$ cat config.mk
export PLATFORM = sky130hd
export DESIGN_NAME = rst_seq_bank
export DESIGN_NICKNAME = d
export VERILOG_FILES = /design/src/rtl/rst_seq_bank.sv
export SDC_FILE = /design/constraint.sdc
export NUM_CORES = 1
export LEC_CHECK = 0
export ABC_CLOCK_PERIOD_IN_PS = 2190
export CAP_MARGIN = 20
export CORE_MARGIN = 8
export CORE_UTILIZATION = 51
export DETAILED_ROUTE_END_ITERATION = 16
export PLACE_DENSITY = 0.8
export SLEW_MARGIN = 20
export SYNTH_ARGS = -nofsm -noshare
export SYNTH_HDL_FRONTEND = slang
export SYNTH_SLANG_ARGS = --single-unit
$ cat constraint.sdc
create_clock -name clk -period 2.19 [get_ports clk]
set_input_delay 0.3285 -clock clk [delete_from_list [all_inputs] [get_ports clk]]
set_output_delay 0.3285 -clock clk [all_outputs]
set_load 0.005 [all_outputs]
$ cat src/rtl/rst_seq_bank.sv
// Multi-channel reset distributor. Reset assertion is asynchronous. Release is synchronised, held for a fixed time, then staggered by channel index.
// Optional RST_SEQ_SOFT_COUNT_EN adds a saturating soft_count output.
module rst_seq_bank #(
    parameter int NCH         = 20,
    parameter int SYNC_STAGES = 2,
    parameter int HOLD_CYCLES = 4,
    parameter int STAGGER     = 1
) (
    input  logic           clk,
    input  logic           rstn,
    input  logic           soft_req,
    input  logic [NCH-1:0] chan_mask,
    output logic [NCH-1:0] rstn_out,
    output logic           all_released,
    output logic           busy,
`ifdef RST_SEQ_SOFT_COUNT_EN
    output logic [7:0]     soft_count,
`endif
    output logic           soft_ack
);
    localparam int CMAX = (HOLD_CYCLES > STAGGER) ? HOLD_CYCLES : STAGGER;
    localparam int CW   = $clog2(CMAX + 1);
    localparam int IW   = $clog2(NCH + 1);

    localparam logic [1:0] ST_SYNC = 2'd0;
    localparam logic [1:0] ST_HOLD = 2'd1;
    localparam logic [1:0] ST_REL  = 2'd2;
    localparam logic [1:0] ST_RUN  = 2'd3;

    logic [1:0]             state;
    logic [SYNC_STAGES-1:0] sync_q;
    logic [CW-1:0]          cnt;
    logic [IW-1:0]          idx;
    logic                   soft_pend;
    logic                   last_slot;

    // Edge that releases the final channel; RUN is entered on this same edge.
    always_comb begin
        last_slot = 1'b0;
        if (state == ST_HOLD && cnt == CW'(HOLD_CYCLES - 1) && NCH == 1)
            last_slot = 1'b1;
        if (state == ST_REL && cnt == CW'(STAGGER - 1) && idx == IW'(NCH - 1))
            last_slot = 1'b1;
    end

    always_ff @(posedge clk or negedge rstn) begin
        if (!rstn) begin
            state        <= ST_SYNC;
            sync_q       <= '0;
            cnt          <= '0;
            idx          <= '0;
            soft_pend    <= 1'b0;
            rstn_out     <= '0;
            all_released <= 1'b0;
            busy         <= 1'b1;
            soft_ack     <= 1'b0;
        end else begin
            soft_ack <= 1'b0;
            case (state)
                ST_SYNC: begin
                    sync_q <= {sync_q[SYNC_STAGES-2:0], 1'b1};
                    if (sync_q[SYNC_STAGES-2]) begin
                        state <= ST_HOLD;
                        cnt   <= '0;
                    end
                end
                ST_HOLD: begin
                    if (cnt == CW'(HOLD_CYCLES - 1)) begin
                        cnt         <= '0;
                        idx         <= IW'(1);
                        rstn_out[0] <= ~chan_mask[0];
                        state       <= ST_REL;
                    end else begin
                        cnt <= cnt + 1'b1;
                    end
                end
                ST_REL: begin
                    if (cnt == CW'(STAGGER - 1)) begin
                        cnt <= '0;
                        idx <= idx + 1'b1;
                        // A masked channel still consumes its slot so timing is mask-independent.
                        for (int k = 0; k < NCH; k++)
                            if (idx == IW'(k)) rstn_out[k] <= ~chan_mask[k];
                    end else begin
                        cnt <= cnt + 1'b1;
                    end
                end
                default: begin
                    if (soft_req) begin
                        rstn_out     <= '0;
                        all_released <= 1'b0;
                        busy         <= 1'b1;
                        state        <= ST_HOLD;
                        cnt          <= '0;
                        soft_pend    <= 1'b1;
                    end else begin
                        // Newly masked channels drop; unmasked ones wait for the next release.
                        rstn_out <= rstn_out & ~chan_mask;
                    end
                end
            endcase
            if (last_slot) begin
                state        <= ST_RUN;
                all_released <= 1'b1;
                busy         <= 1'b0;
                soft_ack     <= soft_pend;
                soft_pend    <= 1'b0;
            end
        end
    end

`ifdef RST_SEQ_SOFT_COUNT_EN
    always_ff @(posedge clk or negedge rstn) begin
        if (!rstn)
            soft_count <= 8'd0;
        else if (last_slot && soft_pend && soft_count != 8'hFF)
            soft_count <= soft_count + 8'd1;
    end
`endif

endmodule

== Yosys cells after proc, flatten, opt, wreduce, memory -nomap -nowiden ==
Index checks and enable logic that the tools add are counted.
Storage, ports and cells
  bits in registers: 35
  logic and storage cells: 184
Cells by class
  $add $sub $neg: 2
  equality and inequality tests: 49
  muxes and demuxes: 46
  bitwise gates (word level): 24
  reduce and logical (&&, ||, !) cells: 35
Operators with widths (number)
  AND reduction 3 bit: 20
  != test 2 x 1 -> 1 bit (second input constant): 23
  equality test 5 x 4 -> 1 bit (second input constant): 8
  two-way mux 20 bit: 2
  case mux 19 bit (2 select lines): 1
  two-way mux 1 bit: 29
  inverter 1 bit: 22
  bitwise AND 20 bit: 1
  equality test 5 x 3 -> 1 bit (second input constant): 4
  equality test 5 bit (second input constant): 4
  inverter 20 bit: 1
  two-way mux 3 bit: 4
  equality test 5 x 2 -> 1 bit (second input constant): 2
  two-way mux 5 bit: 2
  case mux 5 bit (2 select lines): 1
  case mux 3 bit (3 select lines): 1
  two-way mux 2 bit: 4
  AND reduction 4 bit: 2
  nonzero test 4 bit: 2
  case mux 2 bit (3 select lines): 1
  adder 5 x 1 -> 5 bit (second input constant): 1
  equality test 5 x 1 -> 1 bit (second input constant): 1
  zero test 5 bit: 1
  != test 2 bit (second input constant): 2
  other kinds (14): 17

== Longest topological paths before layout ==
Gate-level depths: netlist (run 1).
  depth in word-level cells: 6
  depth in mapped cells: 8

== Worst setup path after synthesis (run 1) ==
No wires, ideal clock.
  path type: reg2reg
  from: reg state[1]
  to: reg rstn_out[17]
  setup time: 0.076 ns
  data arrival time: 1.695 ns
  required time: 2.114 ns
  setup slack: 0.419 ns
  stages on the path, launching flop included: 8
  clock period less this slack: 1.771 ns
  cells stage by stage: dfrtp_1 -> inv_1 -> ha_1 -> buf_6 -> or4b_4 -> nor4_4 -> a22oi_1 -> o21ai_1
On the way
  longest elaborated chain between the ends: 4
  elaborated cells between the ends (all ways): 9
  classes of those cells: 4 x eq/ne; 1 x mux; 1 x bitwise; 3 x reduce/logical
RTL lines
  start: declaration: line 30  | logic [1:0] state;
  start signal: assignment: line 48  | state <= ST_SYNC;
  start signal: assignment: line 63  | state <= ST_HOLD;
  start signal: assignment: line 72  | state <= ST_REL;
  equality test 2 x 1 -> 1 bit / zero test 2 bit (equally long branches): line 59  | case (state)
  OR reduction 2 bit (no line)
  inverter 1 bit (no line)
  AND reduction 3 bit (no line)
  end signal: indexed assignment: line 83  | if (idx == IW'(k)) rstn_out[k] <= ~chan_mask[k];
  end signal: assignment: line 98  | rstn_out <= rstn_out & ~chan_mask;
  end: declaration: line 13  | output logic [NCH-1:0] rstn_out,
Parallel ways exist; a longest one is shown, timed or not.
A chain may end at the register's enable or synchronous reset.

== Final worst setup path (run 1) ==
  from: reg state[0]
  to: reg rstn_out[17]
The elaborated chain is that of the path after synthesis.

==> impl_results.md, run 1 <==
* Area grow syn2layout at 27.7%
* GP Congestion at 0.893
* Synth warnings at 0
* Grt ovf at 0
* Status: finished clean
* Clk sinks at 35
* Final period util at 93.4%
* Leakage at roughly 1.2 nW
* Core area at a little over 4000 µm²
* DRC viols at 0
* Postcts setup bufs at 0
* Final setup vio count at 0
* Yosys cell types at 50
* First-pass GRT wire length at about 9000 µm
* Fraction of layout instances using a drive strength above 1 at 9.39%
* Post-Route WL at 5460 µm
* CTS Root Cell: clkbuf_8
* Htree depth at 2
* Final WS setup at 144 ps
* Peak supply drop at 0.842 mV
* CTS tree: built
* Synth Flop Type: dfrtp_1
* RSZ-0062 raised after global routing: false
* Number of synthesized flops with an enable pin at 0
* TNS Setup at 0 ps
* Post-layout min period at approximately 2000 ps
* Initial antenna violation count at 0
* Overall routing resource usage at 17.3%
* Iter 0 DRT Violations at 134
* Post-synthesis sequential area ratio at between 40 and 50%
* Starting Density at 53.5%
* Finished Layout Cells at between 300 and 400
* Chip Height at around 81 µm
* CP Class: register to register
* Register clock-pin slew on the reported worst setup and hold paths at 70 ps
* Via count of the first global-routing pass at between 1500 and 2000
* Remaining antenna violation count at 0
* Syn avg cell area at 9.48 µm²
* Post-synthesis cell count at between 200 and 250
* Worst Hold Class: input port to asynchronous set/reset pin
* Mapped Area at approximately 2200 µm²
* Largest net degree at the start of global routing at 36
* Post-CTS Resized at 0
* Worst hold slack at about 460 ps
* Worst-Skew Late Latency at 290 ps
* Clock tree buffer depth at 2
* Slew @ Worst Pin at approximately 500 ps
* Syn Nets at 266
* Max-slew violation count at 0
* CP startpoint kind: register
* Post-synthesis register bit count at 35
* CP required at around 2400 ps
* CTS Hold Bufs at 0
* Chip width at 81.2 µm
* Worst setup EP type: register
* Final Core Density at 68.3%
* Pre-CTS setup slack at 184 ps
* DP Area at 2670 µm²
* Post-route cell area at about 2800 µm²
* Die area at ~6600 µm²
* Post-synth ARST share at 100%
* Slew HR at 66.4%
* MaxCap Viol Count at 0
* Num rows at 23
* Total number of vias at a little under 2000
* Final hold violation count at 0
* DP HPWL at about 4100 µm
* Nets at between 300 and 400
* CTS Buf Count at 5
* Overall power at around 2.8 mW
* Layout Skew at about 4.6 ps
* Pre-Repair DR Iteration Count at 4
* Placed cells at 319
* Boundary pin count at 46
* IO Port Bufs at 45
* Vias per std cell at 5.90
* CP arrival at 2250 ps
* Highest clock rate at 489 MHz
* Worst Path Max Fanout at 7
* Wire per inst at 16.7 µm
* Diode count at 0
* PwrDens at between 1000 and 1500 nW/µm²
-- state kept, by name, summed over array words and instances (netlist names) --
register,flops
soft_ack,1
rstn_out,20
state,2
all_released,1
sync_q,1
cnt,3
busy,1
idx,5
soft_pend,1
-- power breakdown --
part	switching [mW]	leakage, nW	internal [mW]
Clock	0.232	0.0515	0.287
Combinational	0.851	0.643	0.547
Sequential	0.113	0.464	0.755
-- kinds of logic (layout without fill, tap and decap cells) --
family                     after synthesis  after routing  synth area share [%]
DFF                                     35             35                  40.4
AOI/OAI and AO/OA                       88             88                  26.2
and+or+nand+nor                         63             63                  18.4
adders and majority gates               14             14                  8.07
buffers and inverters                   26             74                  5.59
muxes                                    3              3                  1.38
-- metal layers --
layer,share of wire [%],global-route usage (%)
met5,0,0
met4,1.5,6.43
met3,5.7,4.64
met2,48,28.5
met1,45,21.1
-- cells in the final DEF, fill, tap and decap left out, types with 4 or more instances in the layout --
master and count:
nand2_1 8, nand2b_1 6, buf_4 8, inv_1 13
nor3_1 4, clkbuf_8 7, a21oi_1 12, a22oi_1 6
dfrtp_1 34, ha_1 14, o21ai_0 25, o21a_1 7
nand3_1 6, clkdlybuf4s50_1 45, nor2_1 15, o31ai_1 14
o21ai_1 6
-- worst max-delay path, cell delays in order, from the launching register on --
cell	delay, ps
dfrtp_1	400
inv_1	100
ha_1	220
buf_4	160
or4b_4	570
nor4_4	240
a22oi_1	120
o21ai_1	160
-- cells in the mapped netlist, types with 5 or more instances --
library cell | instances | share of area [%]
nand3_1 | 6 | 1.4
o31ai_1 | 14 | 4.8
a22oi_1 | 6 | 2.1
nand2b_1 | 6 | 1.7
inv_1 | 13 | 2.2
ha_1 | 14 | 8.1
a21oi_1 | 12 | 2.8
o21a_1 | 7 | 2.4
nand2_1 | 8 | 1.4
dfrtp_1 | 34 | 39
o21ai_1 | 6 | 1.4
clkbuf_1 | 5 | 0.86
o21ai_0 | 25 | 5.8
nor2_1 | 15 | 2.6
-- area by class of cell --
| class | count | area [µm²] |
|---|---|---|
| fillers | 326 | 1290 |
| multi-input cells | 168 | 1170 |
| flip-flops and latches | 35 | 877 |
| repair buffers | 53 | 510 |
| clock buffers | 8 | 100 |
| well taps | 50 | 62.6 |
| inverters | 13 | 48.8 |
-- path summary, 6_finish.rpt --
path                                             to                   from  cells after the start  slack [ps]
setup / recovery           rstn_out[17]$_DFFE_PN0P_   state[0]$_DFFE_PN0P_                      7         140
hold / removal              rstn_out[5]$_DFFE_PN0P_                   rstn                      2         460
setup reg to reg           rstn_out[17]$_DFFE_PN0P_   state[0]$_DFFE_PN0P_                      7         140
hold reg to reg               sync_q[0]$_DFFE_PN0P_  sync_q[0]$_DFFE_PN0P_                      1         480
max in group asynchronous          busy$_DFFE_PN1P_                   rstn                      2        1380
min in group clk              sync_q[0]$_DFFE_PN0P_  sync_q[0]$_DFFE_PN0P_                      1         480
Power figures use the tool's default switching activity.
==> run 2: changes to the inputs <==
--- a/config.mk
+++ b/config.mk
@@ -11,6 +11,8 @@
 export CORE_UTILIZATION = 51
 export DETAILED_ROUTE_END_ITERATION = 16
 export PLACE_DENSITY = 0.8
+export SKIP_CTS_REPAIR_TIMING = 1
+export SKIP_LAST_GASP = 1
 export SLEW_MARGIN = 20
 export SYNTH_ARGS = -nofsm -noshare
 export SYNTH_HDL_FRONTEND = slang
==> results of run 2 <==
No change in the layout: final DEF, timing and power equal those of run 1.
